**config.mk**
```make
export PLATFORM = sky130hd
export DESIGN_NAME = limber_gnrl_ramfifo_ctrl
export DESIGN_NICKNAME = d
export VERILOG_FILES = /design/src/rtl/limber_gnrl_ramfifo_ctrl.sv
export SDC_FILE = /design/constraint.sdc
export NUM_CORES = 1
export LEC_CHECK = 0
export BUFFER_PORTS_ARGS = -buffer_cell sky130_fd_sc_hd__buf_2
export CAP_MARGIN = 20
export CORE_ASPECT_RATIO = 0.9
export CORE_MARGIN = 8
export CORE_UTILIZATION = 53
export CTS_CLUSTER_DIAMETER = 100
export DETAILED_ROUTE_END_ITERATION = 10
export PLACE_DENSITY = 0.91
export SLEW_MARGIN = 10
export SYNTH_ARGS = -nofsm -noshare
export SYNTH_HDL_FRONTEND = slang
export SYNTH_SLANG_ARGS = --single-unit
export TNS_END_PERCENT = 20
```
**constraint.sdc**
```tcl
create_clock -name clk -period 2.8 [get_ports clk]
set_input_delay 0.56 -clock clk [delete_from_list [all_inputs] [get_ports clk]]
set_output_delay 0.56 -clock clk [all_outputs]
set_load 0.03 [all_outputs]
```
**src/rtl/limber_gnrl_ramfifo_ctrl.sv**
```systemverilog
// FIFO controller for an external RAM with DLY-cycle read latency.
// Read-ahead is limited by credits so the small output queue cannot overflow.
module limber_gnrl_ramfifo_ctrl #(
    parameter int DP  = 4,
    parameter int AW  = 2,
    parameter int DW  = 3,
    parameter int DLY = 1
) (
    input  logic          clk,
    input  logic          rst_n,
    input  logic          i_vld,
    output logic          i_rdy,
    input  logic [DW-1:0] i_dat,
    output logic          o_vld,
    input  logic          o_rdy,
    output logic [DW-1:0] o_dat,
    output logic          ram_cs,
    output logic          ram_we,
    output logic [AW-1:0] ram_waddr,
    output logic [AW-1:0] ram_raddr,
    output logic [DW-1:0] ram_din,
    input  logic [DW-1:0] ram_dout,
    output logic [AW:0]   usedw
);

    localparam int QD  = DLY + 1;
    localparam int QPW = $clog2(QD);
    localparam int OW  = $clog2(QD + 1);

    logic [AW-1:0]  r_wptr;
    logic [AW-1:0]  r_rptr;
    logic [AW:0]    r_usedw;
    logic [DLY-1:0] r_pipe;
    logic [OW-1:0]  r_outst;
    logic [DW-1:0]  r_q [QD];
    logic [QPW-1:0] r_qwp;
    logic [QPW-1:0] r_qrp;
    logic [OW-1:0]  r_qcnt;

    logic w_push;
    logic w_pop;
    logic w_issue;
    logic w_cap;

    function automatic logic [QPW-1:0] qnext(input logic [QPW-1:0] p);
        return (p == QPW'(DLY)) ? '0 : p + 1'b1;
    endfunction

    assign i_rdy  = (r_usedw < (AW+1)'(DP));
    assign w_push = rst_n & i_vld & i_rdy;
    assign o_vld  = (r_qcnt != '0);
    assign o_dat  = r_q[r_qrp];
    assign w_pop  = o_vld & o_rdy;
    // A pop this cycle frees a queue slot, so it returns a credit immediately;
    // without this a streaming FIFO would only deliver every other cycle.
    assign w_issue = (r_usedw != '0) & ((r_outst != OW'(QD)) | w_pop);
    assign w_cap   = r_pipe[DLY-1];

    assign ram_we    = w_push;
    assign ram_cs    = w_push | w_issue;
    assign ram_waddr = r_wptr;
    assign ram_raddr = r_rptr;
    assign ram_din   = i_dat;
    assign usedw     = r_usedw;

    // Pointers wrap naturally because DP is a power of two; full/empty come from usedw.
    always_ff @(posedge clk or negedge rst_n) begin
        if (!rst_n) begin
            r_wptr  <= '0;
            r_rptr  <= '0;
            r_usedw <= '0;
        end else begin
            if (w_push) begin
                r_wptr <= r_wptr + 1'b1;
            end
            if (w_issue) begin
                r_rptr <= r_rptr + 1'b1;
            end
            if (w_push && !w_issue) begin
                r_usedw <= r_usedw + 1'b1;
            end else if (!w_push && w_issue) begin
                r_usedw <= r_usedw - 1'b1;
            end
        end
    end

    always_ff @(posedge clk or negedge rst_n) begin
        if (!rst_n) begin
            r_pipe  <= '0;
            r_outst <= '0;
        end else begin
            r_pipe[0] <= w_issue;
            for (int k = 1; k < DLY; k++) begin
                r_pipe[k] <= r_pipe[k-1];
            end
            if (w_issue && !w_pop) begin
                r_outst <= r_outst + 1'b1;
            end else if (!w_issue && w_pop) begin
                r_outst <= r_outst - 1'b1;
            end
        end
    end

    // Capture and pop may coincide even when full; credits guarantee a free slot otherwise.
    always_ff @(posedge clk or negedge rst_n) begin
        if (!rst_n) begin
            for (int k = 0; k < QD; k++) begin
                r_q[k] <= '0;
            end
            r_qwp  <= '0;
            r_qrp  <= '0;
            r_qcnt <= '0;
        end else begin
            if (w_cap) begin
                r_q[r_qwp] <= ram_dout;
                r_qwp      <= qnext(r_qwp);
            end
            if (w_pop) begin
                r_qrp <= qnext(r_qrp);
            end
            if (w_cap && !w_pop) begin
                r_qcnt <= r_qcnt + 1'b1;
            end else if (!w_cap && w_pop) begin
                r_qcnt <= r_qcnt - 1'b1;
            end
        end
    end

endmodule

```
[Yosys cells after proc, flatten, opt, wreduce, memory -nomap -nowiden]
Cells that the tools add are included.
Word-level totals
  register bits after elaboration: 20
Operators by class
  add/subtract/negate cells: 10
  $lt $le $gt $ge: 4
  eq/ne operators: 1
  mux-type cells: 14
  bitwise operators: 8
  reductions and logical operators: 16
Operator list (count)
  two-way mux 3 bit: 6
  adder 2 x 1 -> 2 bit (second input constant): 4
  two-way mux 2 bit: 4
  nonzero test 2 bit: 4
  logical AND 1 bit: 7
  bitwise mux 6 bit: 1
  AND 1 bit: 4
  >= comparator 2 bit (second input constant): 2
  logical NOT 1 bit: 4
  NOT 1 -> 2 bit: 2
  subtractor 2 x 1 -> 2 bit (second input constant): 2
  adder 3 x 1 -> 3 bit (second input constant): 1
  demux 3 bit (select 1 bit): 1
  < comparator 3 bit (second input constant): 1
  nonzero test 3 bit: 1
  subtractor 3 x 1 -> 3 bit (second input constant): 1
  adder 1 bit (second input constant): 2
  < comparator 2 x 1 -> 1 bit (second input constant): 1
  two-way mux 1 bit: 2
  inequality test 2 bit (second input constant): 1
  bitwise OR 1 bit: 2

[Longest topological paths before layout]
  word-level depth: 8
  gate-level depth with buffers: 9

[Worst setup path before layout]
Ideal clock, no wire load.
  path kind: register -> register
  from: reg r_usedw[2] (netlist: usedw[2])
  to: reg r_usedw[2] (netlist: usedw[2])
  setup time: 0.134 ns
  data arrival time: 2.169 ns
  required time: 2.666 ns
  path slack: 0.497 ns
  stages on the path, launching flop included: 10
  path buffers: 0
  path through: dfrtp_1 inv_1 nand3_1 inv_1 ha_1 inv_1 fa_1 xnor2_1 nand2_1 xnor2_1
On the way
  longest elaborated chain between the ends: 5
Ends and longest elaborated chain
  start: declaration: line 32  | logic [AW:0] r_usedw;
  start signal: assignment: line 80  | r_usedw <= r_usedw + 1'b1;
  start signal: assignment: line 82  | r_usedw <= r_usedw - 1'b1;
  < comparator 3 bit (*): line 49  | assign i_rdy = (r_usedw < (AW+1)'(DP));
  named net i_rdy: line 12  | output logic i_rdy,
  AND 1 bit (*): line 50  | assign w_push = rst_n & i_vld & i_rdy;
  named net ram_we: line 18  | output logic ram_we,
  logical NOT 1 bit: line 81  | end else if (!w_push && w_issue) begin
  logical AND 1 bit: line 81
  nonzero test 2 bit (no source line)
Mark *: on every way through the listed nets, which the timed path passes. The rest lies on a longest branch. The select of a mux whose other input is x is not followed.
A chain may end at the register's enable or synchronous reset.

[Final worst setup path]
  from: reg r_usedw[2] (netlist: usedw[2])
  to: out ram_cs
On the way
  longest elaborated chain between the ends: 3
Ends and longest elaborated chain
  nonzero test 3 bit: line 56  | assign w_issue = (r_usedw != '0) & ((r_outst != OW'(QD)) | w_pop);
  AND 1 bit: line 56
  named net w_issue: line 42  | logic w_issue;
  bitwise OR 1 bit: line 60  | assign ram_cs = w_push | w_issue;
  end: declaration: line 17  | output logic ram_cs,
The timed path passes the listed nets, and every way through them passes these cells.

==> results.json <==
{
  "status": "finished clean",
  "dr.pass1.iters": 4,
  "synth_cells": 72,
  "die-area_mm2": 0.00338,
  "diodes": 0,
  "grt_max_degree": 21,
  "hold_violations": 0,
  "cts_setup_buffers": 0,
  "grt_pass1_wl_um": 3150,
  "fin_nets": 110,
  "cts_hold_buf": 0,
  "fin_cells": 118,
  "path_depth": 6,
  "area_delta_synth_final_pct": 16.1,
  "die_w_um": 60.4,
  "clkLatencyLatePin_ns": 0.30,
  "cts_resized": 0,
  "synth_edf_count": 0,
  "drive_gt1_share_pct": 42.6,
  "fin_crit_ns": 2.22,
  "fin_worst_skew_ns": 0.00859,
  "vias": 581,
  "max-cap-violations": 0,
  "placementRows": 14,
  "ys.flop_type": "dfrtp_1",
  "critPathKind": "reg -> out",
  "ant_nets": 0,
  "max_freq_mhz": 450,
  "syn-num-nets": 87,
  "reg2reg_to": "usedw[2]$_DFFE_PN0P_",
  "final_cell_mix": "buf_2 (20), dfrtp_1 (20), mux2_2 (10), xor2_1 (8), xnor2_1 (7)",
  "cts_sinks": 20,
  "gp_congestion": 0.760,
  "ioPinCount": 27,
  "antenna_found_initial": 0,
  "synth_area_per_cell_um2": 13.1,
  "synth_cell_types": 18,
  "slew_viol_final": 0,
  "r2r-start": "usedw[2]$_DFFE_PN0P_",
  "die_y_um": 55.9,
  "crit_family": "flip-flops",
  "post-route-period-util_pct": 79.4,
  "clock-root-buffer": "clkbuf_4",
  "dp.cells": 114,
  "start_util_pct": 56.5,
  "cts_max_level": 1,
  "grt.total_usage_pct": 12.5,
  "wire_per_inst_um": 15.2,
  "finalSetupViolations": 0,
  "vias_per_cell": 4.92,
  "cts_tree": "built",
  "crit_slowest_cell": "dfrtp_1",
  "synth_seq_cells": 20,
  "reg2reg_slack_ns": 0.64,
  "grt_pass1_vias": 688,
  "core_mm2": 0.00166,
  "critPathRequiredTime_ns": 2.24,
  "grt-ovfl-total": 0,
  "tightest_slew_ns": 0.399,
  "synth_area_um2": 940,
  "wl_um": 1800,
  "crit_top_cell": "inv_1",
  "place_hpwl_um": 1360,
  "utilization_pct": 65.6,
  "ys_seq_area_share_pct": 53.3,
  "port_buffers": 20,
  "max_slew_margin_pct": 73.2,
  "arrival_ns": 1.66,
  "cp_max_fo": 4,
  "cts_buffers": 3,
  "post-route-drc-count": 0,
  "critPathMaxStageDelay_ns": 0.44,
  "tns_ns": 0,
  "async_flop_share_pct": 100,
  "drtIter0Drc": 4,
  "rsz0062_at_grt": "no",
  "cts_buffer_depth": 2,
  "crit_chain": "nor3_1 > a21oi_2 > inv_1 > ha_1 > inv_1 > buf_2",
  "clkTransAtPathRegs_ns": 0.12,
  "worstSetupEndpointType": "output port",
  "hold_class": "in -> async",
  "path_buf_inv": 3,
  "rr_worst_depth": 9,
  "yosysWarnings": 0,
  "cp-start-kind": "register",
  "final.fill_count": 135
}
[how the worst max path moves through the flow]
stage / startpoint / end
floorplan: usedw[2]$_DFFE_PN0P_ / usedw[2]$_DFFE_PN0P_
global placement: o_rdy / usedw[2]$_DFFE_PN0P_
detailed placement: o_rdy / usedw[2]$_DFFE_PN0P_
CTS: usedw[2]$_DFFE_PN0P_ / ram_cs
global route: usedw[2]$_DFFE_PN0P_ / ram_cs
finish: usedw[2]$_DFFE_PN0P_ / ram_cs
[per-stage QoR]
| stage | hold WS (ns) | instance area [um^2] | setup slack (ns) |
|---|---|---|---|
| floorplan | 0.264 | 940 | 0.497 |
| global placement | 0.448 | 1050 | 0.710 |
| detailed placement | 0.452 | 1050 | 0.614 |
| CTS | 0.257 | 1090 | 0.563 |
| global route | 0.252 | 1090 | 0.417 |
| finish | 0.246 | 1090 | 0.578 |
[area by class of cell]
class | count | area [um^2] | area share (%)
clock buffers | 4 | 36.3 | 3.33
flip-flops and latches | 20 | 500 | 45.9
inverters | 6 | 22.5 | 2.06
repair buffers | 21 | 108 | 9.86
multi-input cells | 43 | 394 | 36.1
well taps | 24 | 30.0 | 2.75
[worst reg2reg max path: stages (launching register included)]
cell and delay (ns):
dfrtp_1 0.44, nor3_1 0.39, a21oi_2 0.10, inv_1 0.10, ha_1 0.19, inv_1 0.06, fa_1 0.38, xnor2_1 0.16
nand2_1 0.09, xnor2_1 0.14
[sequential cells by signal, indices dropped and copies added, names as in the netlist]
| signal | flops |
|---|---|
| r_outst | 2 |
| r_pipe | 1 |
| r_q | 6 |
| r_qcnt | 2 |
| r_qrp | 1 |
| r_qwp | 1 |
| ram_raddr | 2 |
| ram_waddr | 2 |
| usedw | 3 |
[kinds of logic (layout without fill, tap and decap cells)]
logic type,Yosys count,in the layout,synth area share [%]
flip-flops,20,20,53.3
XOR/XNOR,15,15,14.0
buffers and inverters,9,31,4.79
adder cells (fa/ha/maj),5,5,7.46
AND/OR/NAND/NOR,10,10,5.33
multiplexers,10,10,12.0
AO/OA/AOI/OAI,3,3,3.20
[cells in the mapped netlist (2+ instances only)]
cell | n | area share, %
xor2_1 | 8 | 7.5
dfrtp_1 | 20 | 53
buf_4 | 3 | 2.4
xnor2_1 | 7 | 6.5
nor2_1 | 2 | 0.80
nand2_1 | 3 | 1.2
ha_1 | 4 | 5.3
mux2_2 | 10 | 12
inv_1 | 6 | 2.4
[metal layers]
| layer | vias to the layer above | track usage (%) | routed length [um] |
|---|---|---|---|
| met5 | - | 0 | 0 |
| met4 | 0 | 6.12 | 34 |
| met3 | 5 | 5.54 | 175 |
| met2 | 24 | 19.5 | 856 |
| met1 | 280 | 13.8 | 731 |
| li1 | 272 | - | - |
Power is not shown: default switching activity piles up to over one toggle a cycle in this logic, so the estimate is an artifact.
